$ cat config.mk
export PLATFORM = sky130hd
export DESIGN_NAME = bpu_update_sched
export DESIGN_NICKNAME = d
export VERILOG_FILES = /design/src/rtl/bpu_upd_pkg.sv /design/src/rtl/bpu_upd_fifo.sv /design/src/rtl/bpu_update_sched.sv
export SDC_FILE = /design/constraint.sdc
export NUM_CORES = 1
export LEC_CHECK = 0
export ABC_AREA = 1
export CORE_UTILIZATION = 25
export DETAILED_ROUTE_END_ITERATION = 12
export GPL_TIMING_DRIVEN = 0
export PLACE_DENSITY = 0.45
export SLEW_MARGIN = 30
export SYNTH_ARGS = -nofsm -noshare
export SYNTH_HDL_FRONTEND = slang
export SYNTH_SLANG_ARGS = --single-unit
$ cat constraint.sdc
create_clock -name clock -period 18.63 [get_ports clock]
set_input_delay 2.7945 -clock clock [delete_from_list [all_inputs] [get_ports clock]]
set_output_delay 2.7945 -clock clock [all_outputs]
set_load 0.05 [all_outputs]
$ cat src/rtl/bpu_upd_pkg.sv
// Shared types for the branch-predictor update scheduler: queued update entry and FSM state.
// Latency: n/a (types only).
// Backpressure: n/a (types only).
// BHT index width comes from `BHTBTB_INDEX_WIDTH (defaults to 8 when not supplied by the build).
`ifndef BHTBTB_INDEX_WIDTH
`define BHTBTB_INDEX_WIDTH 8
`endif

package bpu_upd_pkg;

  localparam int BHT_IDX_W = `BHTBTB_INDEX_WIDTH;
  localparam int BTB_IDX_W = 9;
  localparam int BTB_DAT_W = 129;

  typedef enum logic [1:0] {
    IDLE  = 2'd0,
    WAIT  = 2'd1,
    FORCE = 2'd2
  } bpu_upd_state_t;

  typedef struct packed {
    logic                 bht_we;
    logic                 bht_inc;
    logic                 bht_dec;
    logic [BHT_IDX_W-1:0] bht_index;
    logic [1:0]           bht_sel;
    logic                 bht_valid;
    logic                 btb_we;
    logic [BTB_IDX_W-1:0] btb_index;
    logic [BTB_DAT_W-1:0] btb_wmask;
    logic [BTB_DAT_W-1:0] btb_din;
  } bpu_upd_entry_t;

  // An entry may write this cycle unless it needs the BTB SRAM while the
  // frontend is reading it; a forced write overrides the frontend.
  function automatic logic entry_drainable(input bpu_upd_entry_t e,
                                           input logic fe_rd,
                                           input logic forced);
    return !e.btb_we || !fe_rd || forced;
  endfunction

endpackage

$ cat src/rtl/bpu_upd_fifo.sv
// In-order storage for pending BPU updates (DEPTH x bpu_upd_entry_t, DEPTH power of two >= 2).
// Latency: pushed entry is visible at head the cycle after the push.
// Backpressure: push ignored when full, pop ignored when empty; full/empty/count exported.
// Ports: clock, reset_n, push/push_dat, pop, head, full, empty, count.
module bpu_upd_fifo
  import bpu_upd_pkg::*;
#(
  parameter int DEPTH = 4
) (
  input  logic                   clock,
  input  logic                   reset_n,
  input  logic                   push,
  input  bpu_upd_entry_t         push_dat,
  input  logic                   pop,
  output bpu_upd_entry_t         head,
  output logic                   full,
  output logic                   empty,
  output logic [$clog2(DEPTH):0] count
);

  localparam int AW = $clog2(DEPTH);
  localparam int CW = AW + 1;

  bpu_upd_entry_t mem [DEPTH];
  logic [AW-1:0]  wr_ptr;
  logic [AW-1:0]  rd_ptr;
  logic           do_push;
  logic           do_pop;

  assign full    = (count == CW'(DEPTH));
  assign empty   = (count == '0);
  assign do_push = push && !full;
  assign do_pop  = pop && !empty;
  assign head    = mem[rd_ptr];

  // Pointers are exactly AW bits wide so they wrap modulo DEPTH on their own.
  always_ff @(posedge clock or negedge reset_n) begin
    if (!reset_n) begin
      wr_ptr <= '0;
      rd_ptr <= '0;
      count  <= '0;
    end else begin
      if (do_push) wr_ptr <= wr_ptr + 1'b1;
      if (do_pop)  rd_ptr <= rd_ptr + 1'b1;
      case ({do_push, do_pop})
        2'b10:   count <= count + 1'b1;
        2'b01:   count <= count - 1'b1;
        default: count <= count;
      endcase
    end
  end

  // Payload storage needs no reset: it is only observed through a valid head.
  always_ff @(posedge clock) begin
    if (do_push) mem[wr_ptr] <= push_dat;
  end

endmodule

$ cat src/rtl/bpu_update_sched.sv
// Queues writeback-stage BHT/BTB updates and schedules them onto the BHT port and the
// single-port BTB SRAM, yielding to frontend BTB reads until a starvation limit forces a write.
// Latency: >=1 cycle accept-to-write (0 cycles with BPU_UPD_BYPASS_EN when queue empty and drainable).
// Backpressure: upd_ready = !full (not drain-aware); fe_stall asserted only during a forced write.
// Ports: clock/reset_n; upd_* request in; fe_btb_rd in, fe_stall out; bht_* and btb_* write ports; q_count.
// Optional macro: BPU_UPD_BYPASS_EN enables the empty-queue same-cycle bypass.
module bpu_update_sched
  import bpu_upd_pkg::*;
#(
  parameter int DEPTH        = 4,
  parameter int STARVE_LIMIT = 8
) (
  input  logic                   clock,
  input  logic                   reset_n,
  input  logic                   upd_valid,
  output logic                   upd_ready,
  input  logic                   upd_bht_we,
  input  logic                   upd_bht_inc,
  input  logic                   upd_bht_dec,
  input  logic [BHT_IDX_W-1:0]   upd_bht_index,
  input  logic [1:0]             upd_bht_sel,
  input  logic                   upd_bht_valid,
  input  logic                   upd_btb_we,
  input  logic [BTB_IDX_W-1:0]   upd_btb_index,
  input  logic [BTB_DAT_W-1:0]   upd_btb_wmask,
  input  logic [BTB_DAT_W-1:0]   upd_btb_din,
  input  logic                   fe_btb_rd,
  output logic                   fe_stall,
  output logic                   bht_we,
  output logic                   bht_inc,
  output logic                   bht_dec,
  output logic                   bht_valid,
  output logic [BHT_IDX_W-1:0]   bht_index,
  output logic [1:0]             bht_sel,
  output logic                   btb_ce,
  output logic                   btb_we,
  output logic [BTB_IDX_W-1:0]   btb_index,
  output logic [BTB_DAT_W-1:0]   btb_wmask,
  output logic [BTB_DAT_W-1:0]   btb_din,
  output logic [$clog2(DEPTH):0] q_count
);

  localparam int              SW         = $clog2(STARVE_LIMIT) + 1;
  localparam logic [SW-1:0]   STARVE_MAX = SW'(STARVE_LIMIT - 1);

  bpu_upd_entry_t in_ent;
  bpu_upd_entry_t head;
  bpu_upd_entry_t wr_ent;
  bpu_upd_state_t state;
  logic [SW-1:0]  starve_cnt;
  logic [SW-1:0]  starve_inc;
  logic           full;
  logic           empty;
  logic           accept;
  logic           bypass;
  logic           push;
  logic           head_drain;
  logic           blocked;
  logic           wr_vld;

  always_comb begin
    in_ent           = '0;
    in_ent.bht_we    = upd_bht_we;
    in_ent.bht_inc   = upd_bht_inc;
    in_ent.bht_dec   = upd_bht_dec;
    in_ent.bht_index = upd_bht_index;
    in_ent.bht_sel   = upd_bht_sel;
    in_ent.bht_valid = upd_bht_valid;
    in_ent.btb_we    = upd_btb_we;
    in_ent.btb_index = upd_btb_index;
    in_ent.btb_wmask = upd_btb_wmask;
    in_ent.btb_din   = upd_btb_din;
  end

  // Requests carrying no write enable are dropped rather than occupying a slot.
  assign upd_ready  = !full;
  assign accept     = upd_valid && !full && (upd_bht_we || upd_btb_we);
  assign head_drain = !empty && entry_drainable(head, fe_btb_rd, state == FORCE);
  assign blocked    = !empty && !head_drain;

`ifdef BPU_UPD_BYPASS_EN
  // Only an empty queue may be bypassed, otherwise ordering would break.
  assign bypass = accept && empty && entry_drainable(in_ent, fe_btb_rd, 1'b0);
`else
  assign bypass = 1'b0;
`endif

  assign push   = accept && !bypass;
  assign wr_vld = head_drain || bypass;
  assign wr_ent = head_drain ? head : in_ent;

  bpu_upd_fifo #(
    .DEPTH (DEPTH)
  ) u_fifo (
    .clock    (clock),
    .reset_n  (reset_n),
    .push     (push),
    .push_dat (in_ent),
    .pop      (head_drain),
    .head     (head),
    .full     (full),
    .empty    (empty),
    .count    (q_count)
  );

  // Write ports are zero unless the corresponding enable fires, so idle
  // cycles never present stale index/data to the arrays.
  assign bht_we    = wr_vld && wr_ent.bht_we;
  assign bht_inc   = bht_we && wr_ent.bht_inc;
  assign bht_dec   = bht_we && wr_ent.bht_dec;
  assign bht_valid = bht_we && wr_ent.bht_valid;
  assign bht_index = bht_we ? wr_ent.bht_index : '0;
  assign bht_sel   = bht_we ? wr_ent.bht_sel   : '0;

  assign btb_we    = wr_vld && wr_ent.btb_we;
  assign btb_ce    = btb_we;
  assign btb_index = btb_we ? wr_ent.btb_index : '0;
  assign btb_wmask = btb_we ? wr_ent.btb_wmask : '0;
  assign btb_din   = btb_we ? wr_ent.btb_din   : '0;

  // Frontend reads win except in the one cycle a starved write is forced.
  assign fe_stall  = (state == FORCE) && fe_btb_rd;

  assign starve_inc = (starve_cnt == STARVE_MAX) ? starve_cnt : starve_cnt + 1'b1;

  // FORCE is entered on the edge where the counter reaches STARVE_LIMIT-1, so the
  // forced write lands after STARVE_LIMIT-1 blocked cycles.
  always_ff @(posedge clock or negedge reset_n) begin
    if (!reset_n) begin
      state      <= IDLE;
      starve_cnt <= '0;
    end else begin
      if (btb_we)       starve_cnt <= '0;
      else if (blocked) starve_cnt <= starve_inc;

      case (state)
        IDLE, WAIT: begin
          if (blocked) state <= (starve_inc == STARVE_MAX) ? FORCE : WAIT;
          else         state <= IDLE;
        end
        FORCE:   state <= IDLE;   // head always drains while forced
        default: state <= IDLE;
      endcase
    end
  end

endmodule

==> run metrics <==
run status=complete, no violations; setup TNS=0 ns; Cell variety after synth=27; Sink Count=1,141; global-route usage over all layers=0.1562; beginning of the worst register-to-register path=u_fifo.count[0]; vias in the first global route=29,355; Leak=21.79 nW; total power=11.24 mW; Worst Skew=0.02552 ns; Vias/cell=4.259; largest net degree at the start of global routing=20; wire length per cell=20.83 µm; synthesized area per cell=12.22 µm²; Initial Util=0.2520; H-tree levels=4; worst setup margin=10.10 ns; vias after detailed routing=29,864; max-slew violations=0; DP Worst Slack=9.923 ns; ANT nets after route=0; dpl hpwl=103,000 µm; clk slew on worst S/H paths=0.06 ns; total CTS buffers=132; drt drc=0; cell taking the most area after synthesis=edfxtp_1; WS Path Type=in -> out; crit path DAT=5.73 ns; Core Util, Final=0.3348; initial antenna violation count=38; Synth area leaders=edfxtp_1, nand2_1, nand3_1, nor2_2, nor2_1; Die Width=429.3 µm; final setup vio count=0; Setup Buffers After CTS=0; total grt overflow=0; global-route wire length before repair=208,600 µm; reg-to-reg slack, setup=15.41 ns; TritonCTS clock tree=built; IR drop worst, VDD=0.0001217 V; total of max-cap violations=0; Starting DRT DRC Count=1,796; min Tclk post-route=8.527 ns; Crit Path Max Fanout=10; Post-CTS Resized=0; worst hold path class=reg -> reg; Rel. slew slack=0.3859; drt pass-1 iters=7; Worst setup SP type=primary input; FF-to-FF End=u_fifo.mem[1][200]; die area=0.1843 mm²; Clock Root Buffer=clkbuf_16; Ys Warns=0; power per cell area=185.4 mW/mm²; IO Pins=574; Detailed Route WL=146,100 µm; Row Count=156; unrepaired setup endpoints after global routing=no; core area=0.1811 mm²; worst-case clock buffer depth=3; synthesized netlist cell count=3,734; # nets final=4,821; Synth top area share=0.7420; Die H=429.3 µm; Routability Congestion=0.7103; r2r worst-path depth=12; non-filler cells, final=7,012; FMAX=117.3 MHz; worst-skew pair later-pin latency=0.77 ns; Mapped Nets=4,027; crit end category=output port; port bufs=573; share of cells above drive strength 1=0.1339; #FFs+latches synth=1,141; placed cell count=6,764; Final Hold Vio Count=0; Post-CTS Hold Fix Bufs=0; post-synthesis cell area=0.04565 mm²; capture point of the worst path=btb_wmask[122]; Slew @ Worst Pin=0.9183 ns; synth-to-layout area growth=32.86%; Worst Path Required=15.84 ns; Tcrit/Tclk final=0.4577; sequential area share after synthesis=0.7492; Crit. Startpoint=fe_btb_rd
power breakdown:
group / total (mW) / switching [mW] / internal [mW]
logic: 5.52 / 3.89 / 1.63
registers: 3.32 / 0.0754 / 3.24
clock network: 2.41 / 1.03 / 1.38
total: 11.2 / 5.00 / 6.24
flip-flops by register name (all words and copies together), names as in the netlist:
name	flops
u_fifo.rd_ptr	2
u_fifo.wr_ptr	2
starve_cnt	4
u_fifo.mem	1128
state	2
u_fifo.count	3
cell type report:
type	count	area [µm²]
fillers	17930	120500
flip-flops and latches	1141	34200
multi-input cells	2349	10200
repair buffers	660	8000
clock buffers	172	3527
well taps	2370	2965
plain buffers	219	1186
clock inverters	58	426.7
inverters	25	96.34
diodes	18	45.04
cells in the final DEF, fill, tap and decap left out, drive strengths merged, types with 3 or more instances in the layout:
cell,instances
buf,238
clkinv,46
ha,6
clkbuf,240
diode,18
inv,32
o21ai,106
bufinv,3
nand3,473
clkdlybuf4s50,573
nor2,506
dfrtp,13
edfxtp,1128
nand2,1244
routing by layer:
metal  global-route usage  wire (µm)  share of wire  vias to the layer above
met5                    0        202         0.0014                        -
met4              0.05335       3303          0.023                       30
met3              0.03210       6576          0.045                      203
met2               0.2775      76240           0.52                      691
met1               0.1863      59770           0.41                    14439
li1                     -          -              -                    14501
cells in the mapped netlist:
library cell and n:
or2_2 2, inv_2 1, edfxtp_1 1128, nand3_2 1, nand3_4 1, buf_4 13, nand2_2 1, buf_2 110
xor2_1 2, nand2_1 1243, a21oi_1 2, nor2_2 201, buf_6 23, xnor2_1 2, nand4_1 2, nor3_1 2
inv_1 23, fa_1 1, clkbuf_1 68, nor2_1 305, ha_1 6, o21ai_0 106, inv_4 1, o211ai_1 1
buf_1 5, nand3_1 471, dfrtp_1 13
critical path: stages:
cell and delay, ns:
clkdlybuf4s50_1 0.56, inv_1 0.09, nor2_2 0.26, nand3_2 0.20, nand3_4 0.27, buf_6 0.35
buf_6 0.25, nor2_2 0.04, clkdlybuf4s50_1 0.85
logic make-up after synthesis:
group,share of synthesized area
simple gates,0.2080
flops,0.7492
buf+inv,0.02799
compound gates,0.01201
fa+ha+maj,0.002083
xor+xnor,0.0007676
worst min path at each step:
stage | start | end | slack (ns) | cells after the start
after floorplan | starve_cnt[3] | starve_cnt[3] | 0.49 | 2
after global placement | u_fifo.count[2] | u_fifo.count[2] | 0.51 | 1
after detailed placement | u_fifo.count[2] | u_fifo.count[2] | 0.52 | 1
after CTS | u_fifo.count[2] | u_fifo.count[2] | 0.52 | 1
after global routing | u_fifo.count[2] | u_fifo.count[2] | 0.55 | 1
final | u_fifo.count[2] | u_fifo.count[2] | 0.52 | 1
stage by stage:
| stage | instance area (µm²) | hold WS (ns) |
|---|---|---|
| 2_1_floorplan | 45650 | 0.4931 |
| 5_1_grt | 60620 | 0.5522 |
| 3_5_place_dp | 56650 | 0.5159 |
| 4_1_cts | 60600 | 0.5246 |
| 3_3_place_gp | 54350 | 0.5095 |
| 6_report | 60650 | 0.5220 |
Power figures use the tool's default switching activity.
